File: src/rtl/cdb_arbiter_if.sv
// cdb_arbiter_if: FU result requests and the registered CDB broadcast.
`ifndef XLEN
`define XLEN 32
`endif
interface cdb_arbiter_if #(parameter int TAG_W = 3);
  logic [4:0] req_valid;
  logic [4:0] req_ready;
  logic [5*TAG_W-1:0] req_tag;
  logic [5*`XLEN-1:0] req_value;
  logic cdb_valid;
  logic [TAG_W-1:0] cdb_tag;
  logic [`XLEN-1:0] cdb_value;
  logic [4:0] cdb_src;
  modport master(output req_valid, req_tag, req_value, input req_ready, cdb_valid, cdb_tag, cdb_value, cdb_src);
  modport slave(input req_valid, req_tag, req_value, output req_ready, cdb_valid, cdb_tag, cdb_value, cdb_src);
endinterface

File: src/rtl/cdb_arbiter.sv
// cdb_arbiter: five 1-entry holding registers arbitrated onto a registered CDB, fixed priority with starvation promotion.
`ifndef XLEN
`define XLEN 32
`endif
module cdb_arbiter #(
  parameter int TAG_W = 3,
  parameter int STARVE_LIMIT = 4
) (
  input logic clock,
  input logic reset,
  input logic squash,
  cdb_arbiter_if.slave bus
);
  localparam int N = 5;
  localparam int CW = 4;
  logic [N-1:0] hold_valid, urgent, grant, ready;
  logic [TAG_W-1:0] hold_tag [N];
  logic [`XLEN-1:0] hold_value [N];
  logic [CW-1:0] wait_cnt [N];
  logic [TAG_W-1:0] g_tag;
  logic [`XLEN-1:0] g_value;
  for (genvar g = 0; g < N; g++) begin : g_urg
    assign urgent[g] = hold_valid[g] && wait_cnt[g] == CW'(STARVE_LIMIT);
  end
  // lowest set bit of the urgent set, else of the occupied set
  assign grant = |urgent ? urgent & (~urgent + 5'd1) : hold_valid & (~hold_valid + 5'd1);
  assign ready = ~hold_valid | grant;
  assign bus.req_ready = ready;
  always_comb begin
    g_tag = '0;
    g_value = '0;
    for (int i = 0; i < N; i++) begin
      if (grant[i]) begin
        g_tag = hold_tag[i];
        g_value = hold_value[i];
      end
    end
  end
  always_ff @(posedge clock or posedge reset) begin
    if (reset) begin
      hold_valid <= '0;
      bus.cdb_valid <= 1'b0;
      bus.cdb_tag <= '0;
      bus.cdb_value <= '0;
      bus.cdb_src <= '0;
      for (int i = 0; i < N; i++) begin
        hold_tag[i] <= '0;
        hold_value[i] <= '0;
        wait_cnt[i] <= '0;
      end
    end else if (squash) begin
      hold_valid <= '0;
      bus.cdb_valid <= 1'b0;
      bus.cdb_src <= '0;
      for (int i = 0; i < N; i++) wait_cnt[i] <= '0;
    end else begin
      bus.cdb_valid <= |grant;
      bus.cdb_src <= grant;
      if (|grant) begin
        bus.cdb_tag <= g_tag;
        bus.cdb_value <= g_value;
      end
      for (int i = 0; i < N; i++) begin
        if (bus.req_valid[i] && ready[i]) begin
          hold_tag[i] <= bus.req_tag[i*TAG_W +: TAG_W];
          hold_value[i] <= bus.req_value[i*`XLEN +: `XLEN];
        end
        hold_valid[i] <= (bus.req_valid[i] && ready[i]) || (hold_valid[i] && !grant[i]);
        wait_cnt[i] <= (!hold_valid[i] || grant[i]) ? '0 : (urgent[i] ? wait_cnt[i] : wait_cnt[i] + 1'b1);
      end
    end
  end
endmodule
File: src/flat_wrapper.sv
// flat-port wrapper written by rule: the top's interface ports become plain ports
module cdb_arbiter_flat 
#(
  parameter int TAG_W = 3,
  parameter int STARVE_LIMIT = 4
)
  (clock, reset, squash, bus_req_valid, bus_req_tag, bus_req_value, bus_req_ready, bus_cdb_valid, bus_cdb_tag, bus_cdb_value, bus_cdb_src);
  cdb_arbiter_if #(.TAG_W(TAG_W)) bus_i ();
  input logic clock;
  input logic reset;
  input logic squash;
  input wire logic [$bits(bus_i.req_valid)-1:0] bus_req_valid;
  input wire logic [$bits(bus_i.req_tag)-1:0] bus_req_tag;
  input wire logic [$bits(bus_i.req_value)-1:0] bus_req_value;
  output wire logic [$bits(bus_i.req_ready)-1:0] bus_req_ready;
  output wire logic [$bits(bus_i.cdb_valid)-1:0] bus_cdb_valid;
  output wire logic [$bits(bus_i.cdb_tag)-1:0] bus_cdb_tag;
  output wire logic [$bits(bus_i.cdb_value)-1:0] bus_cdb_value;
  output wire logic [$bits(bus_i.cdb_src)-1:0] bus_cdb_src;
  assign bus_i.req_valid = bus_req_valid;
  assign bus_i.req_tag = bus_req_tag;
  assign bus_i.req_value = bus_req_value;
  assign bus_req_ready = bus_i.req_ready;
  assign bus_cdb_valid = bus_i.cdb_valid;
  assign bus_cdb_tag = bus_i.cdb_tag;
  assign bus_cdb_value = bus_i.cdb_value;
  assign bus_cdb_src = bus_i.cdb_src;
  cdb_arbiter #(.TAG_W(TAG_W), .STARVE_LIMIT(STARVE_LIMIT)) u_core (.clock(clock), .reset(reset), .squash(squash), .bus(bus_i));
endmodule
File: config.mk
export PLATFORM = sky130hd
export DESIGN_NAME = cdb_arbiter_flat
export DESIGN_NICKNAME = d
export VERILOG_FILES = /design/src/rtl/cdb_arbiter_if.sv /design/src/rtl/cdb_arbiter.sv /design/src/flat_wrapper.sv
export SDC_FILE = /design/constraint.sdc
export NUM_CORES = 1
export LEC_CHECK = 0
export CORE_AREA = 2 2 211 109
export CTS_BUF_LIST = sky130_fd_sc_hd__clkbuf_4
export DETAILED_ROUTE_END_ITERATION = 7
export DIE_AREA = 0 0 213 111
export GPL_TIMING_DRIVEN = 1
export PLACE_DENSITY = 0.83
export SYNTH_ARGS = -nofsm -noshare
export SYNTH_HDL_FRONTEND = slang
export SYNTH_SLANG_ARGS = --single-unit
File: constraint.sdc
create_clock -name clock -period 9.19 [get_ports clock]
set_input_delay 0.919 -clock clock [delete_from_list [all_inputs] [get_ports clock]]
set_output_delay 0.919 -clock clock [all_outputs]
set_load 0.01 [all_outputs]
==> insert_results.sql <==
INSERT INTO impl_metrics (metric_group, metric, value, unit) VALUES
('global_route', 'grt.overflow.total', '0', ''),
('global_route', 'grt_start_max_net_pins', '110', ''),
('routing', 'final_antenna_net_count', '0', ''),
('logic_synthesis', 'synthMostInstantiatedCell', 'sky130_fd_sc_hd__dfrtp_1', ''),
('sta', 'layout_min_cycle_time', '4142', 'ps'),
('clock_network', 'ctsRootBufferMaster', 'sky130_fd_sc_hd__clkbuf_4', ''),
('status', 'outcome', 'finished, final reports clean', ''),
('run', 'maxCapViolations', '0', ''),
('setup_path', 'criticalPathCategory', 'register to primary output', ''),
('min_path', 'min_delay_path_depth', '2', ''),
('clock_network', 'clkSlewWorstSetupHoldPaths', '60', 'ps'),
('sta', 'worst_clock_skew', '31.77', 'ps'),
('min_path', 'timing.hold.worst.start', 'u_core.bus.cdb_value[4]', ''),
('global_route', 'first_global_vias', '7915', ''),
('logic_synthesis', 'postSynthAreaPerCell', '13.15', 'um^2'),
('placed_design', 'port_buffers', '228', ''),
('routing', 'routed_wl', '28590', 'um'),
('setup_path', 'r2r_cells', '7', ''),
('setup_path', 'critical_path_peak_fanout', '38', ''),
('sta', 'setup_repair_after_global_routing_missed_its_margin', 'false', ''),
('final_layout', 'final_layout_size_suffix_gt1_share', '24.42', '%'),
('setup_path', 'cpMaxStageDelayCell', 'sky130_fd_sc_hd__clkdlybuf4s50_1', ''),
('logic_synthesis', 'synth.net_count', '1010', ''),
('placed_design', 'place.detailed.hpwl', '18790', 'um'),
('clock_network', 'post-cts-setup-buffer-count', '0', ''),
('die', 'dieHeight', '111', 'um'),
('clock_network', 'ctsLongestPathBuffers', '3', ''),
('setup_path', 'regToRegEndpoint', 'u_core.hold_value[69]', ''),
('global_route', 'met2_usage', '36.74', '%'),
('global_route', 'total_routing_usage_gr', '24.74', '%'),
('die', 'fp-row-count', '39', ''),
('final_layout', 'layout-area-overhead-vs-synth', '28.50', '%'),
('clock_network', 'cts_num_sinks', '241', ''),
('power_and_ir_drop', 'leakagePower', '5.859', 'nW'),
('placed_design', 'routabilityCongestion', '0.8302', ''),
('setup_path', 'r2r_setup_slack', '5810', 'ps'),
('clock_network', 'cts-buffers-inserted', '53', ''),
('sta', 'setup_total_negative_slack', '0', 'ps'),
('routing', 'vias_per_cell', '5.505', ''),
('logic_synthesis', 'yosys_warnings', '0', ''),
('die', 'core_area', '22110', 'um^2'),
('clock_network', 'tritoncts', 'yes', ''),
('sta', 'final_max_slew_viol_count', '0', ''),
('final_layout', 'nNetsFinal', '1244', ''),
('logic_synthesis', 'synth_largest_type_area_fraction', '56.12', '%'),
('logic_synthesis', 'post_synth_inst_count', '817', ''),
('logic_synthesis', 'synth-edff-count', '0', ''),
('setup_path', 'reg2reg_from', 'u_core.wait_cnt[0]', ''),
('setup_path', 'nature_of_the_critical_path_endpoint', 'primary output', ''),
('logic_synthesis', 'synth.yosys.seq_area_share', '56.12', '%'),
('global_route', 'first_pass_grt_wire_length', '44550', 'um'),
('sta', 'layout_worst_path_cycle_share', '45.07', '%'),
('die', 'die_x', '213', 'um'),
('routing', 'wl_per_cell', '20.64', 'um'),
('setup_path', 'timing.critical_path.from_type', 'register', ''),
('setup_path', 'worstPathCellList', 'inv_1 -> ha_1 -> nand4b_1 -> nand2_2 -> nor2_1 -> o21ai_4 -> buf_4 -> nand2_1 -> clkdlybuf4s50_1', ''),
('logic_synthesis', 'ys.flop_type', 'sky130_fd_sc_hd__dfrtp_1', ''),
('sta', 'fmax', '0.2414', 'GHz'),
('sta', 'report.final.hold_viol_count', '0', ''),
('routing', 'vias', '7625', ''),
('power_and_ir_drop', 'powerDensity', '197.6', 'nW/um^2'),
('global_route', 'grt_util_met3', '8.074', '%'),
('sta', 'timing.slew.headroom', '21.16', '%'),
('die', 'die_area', '23640', 'um^2'),
('routing', 'number_of_drc_markers_after_the_initial_detailed_route_iteration', '501', ''),
('global_route', 'groute.layer.met1.usage', '35.67', '%'),
('setup_path', 'worstPathArrival', '3220', 'ps'),
('logic_synthesis', 'netlist_area', '10750', 'um^2'),
('logic_synthesis', 'synth_area_leader_cell', 'sky130_fd_sc_hd__dfrtp_1', ''),
('global_route', 'grt_most_used_layer', 'met2', ''),
('die', 'design.portCount', '229', '');
## worst max-delay path, delay by kind of cell, from the launching register on
family / cells / cell delay (ps)
adder cells (fa/ha/maj): 1 / 170
AND/OR/NAND/NOR: 4 / 900
flip-flops: 1 / 400
buffers and inverters: 3 / 1070
AO/OA/AOI/OAI: 1 / 60
## power by group
part / internal [W] / switching (W) / total, W
clock network: 0.000400 / 0.000403 / 0.000804
logic: 0.000341 / 0.000224 / 0.000565
registers: 0.00125 / 0.000109 / 0.00136
total: 0.00199 / 0.000736 / 0.00273
## worst max path at each step
stage / from / endpoint / slack (ps) / depth (start not counted)
finish: u_core.wait_cnt[12] / bus_req_ready[4] / 5050 / 9
global route: u_core.wait_cnt[12] / bus_req_ready[4] / 4740 / 9
CTS: u_core.wait_cnt[12] / bus_req_ready[4] / 5000 / 9
detailed placement: u_core.wait_cnt[12] / bus_req_ready[4] / 5730 / 9
global placement: u_core.wait_cnt[12] / bus_req_ready[4] / 5760 / 9
floorplan: reset / u_core.bus.cdb_src[0] / 1650 / 1
## metal layers
layer	share of wire (%)	wire length, um
met4	0.98	280
met5	0	0
met1	47	13360
met2	44	12560
met3	8.4	2393
## layout make-up
class                      count  area, um^2
timing repair buffer         236        2342
inverter                      20       82.58
sequential                   241        6031
multi-input combinational    499        4350
clock buffer                  76       570.5
antenna                        1       2.502
fill                        1734        8297
tap                          307       384.1
clock inverter                 5       45.04
## logic make-up after synthesis
kind of cell	after synthesis	synth area share, %
DFF	241	56.12
muxes	175	19.39
AOI/OAI and AO/OA	168	12.49
and+or+nand+nor	136	6.335
buffers and inverters	77	3.680
xor gates and xnor gates	10	0.8151
adders and majority gates	10	1.164
## registers in the layout, summed over array words and instances, names as in the netlist
| name | cells |
|---|---|
| u_core.bus.cdb_tag | 3 |
| u_core.bus.cdb_value | 32 |
| u_core.wait_cnt | 20 |
| u_core.bus.cdb_src | 5 |
| u_core.hold_tag | 15 |
| u_core.bus.cdb_valid | 1 |
| u_core.hold_valid | 5 |
| u_core.hold_value | 160 |
## cell usage in the layout (no fill, tap or decap), types with 3 or more instances in the layout
cell and count:
sky130_fd_sc_hd__mux2_2 129, sky130_fd_sc_hd__clkdlybuf4s50_1 228, sky130_fd_sc_hd__mux2_1 16, sky130_fd_sc_hd__a221o_1 35, sky130_fd_sc_hd__nand3_2 3, sky130_fd_sc_hd__nand3_1 5, sky130_fd_sc_hd__nand4b_1 4, sky130_fd_sc_hd__dfrtp_1 241
sky130_fd_sc_hd__buf_4 8, sky130_fd_sc_hd__a21oi_1 14, sky130_fd_sc_hd__clkinv_1 5, sky130_fd_sc_hd__and4b_1 4, sky130_fd_sc_hd__nor2_1 48, sky130_fd_sc_hd__mux2_4 30, sky130_fd_sc_hd__clkbuf_4 76, sky130_fd_sc_hd__ha_1 10
sky130_fd_sc_hd__o31ai_1 35, sky130_fd_sc_hd__a211oi_1 39, sky130_fd_sc_hd__nand2_1 38, sky130_fd_sc_hd__xnor2_1 9, sky130_fd_sc_hd__nor3_1 17, sky130_fd_sc_hd__a21boi_0 35, sky130_fd_sc_hd__inv_1 18
## metrics by stage
stage	worst slack (ps)	power, W	utilization [%]	hold WS [ps]	cells
floorplan	1655	0.001679	-	451.1	817
global placement	5764	0.001922	59.67	459.3	1303
detailed placement	5731	0.001947	59.67	471.2	1303
CTS	4997	0.002756	62.46	486.2	1384
global route	4736	0.002880	62.46	511.5	1384
finish	5048	0.002728	62.47	479.2	1385
(Power assumes the default switching activity.)
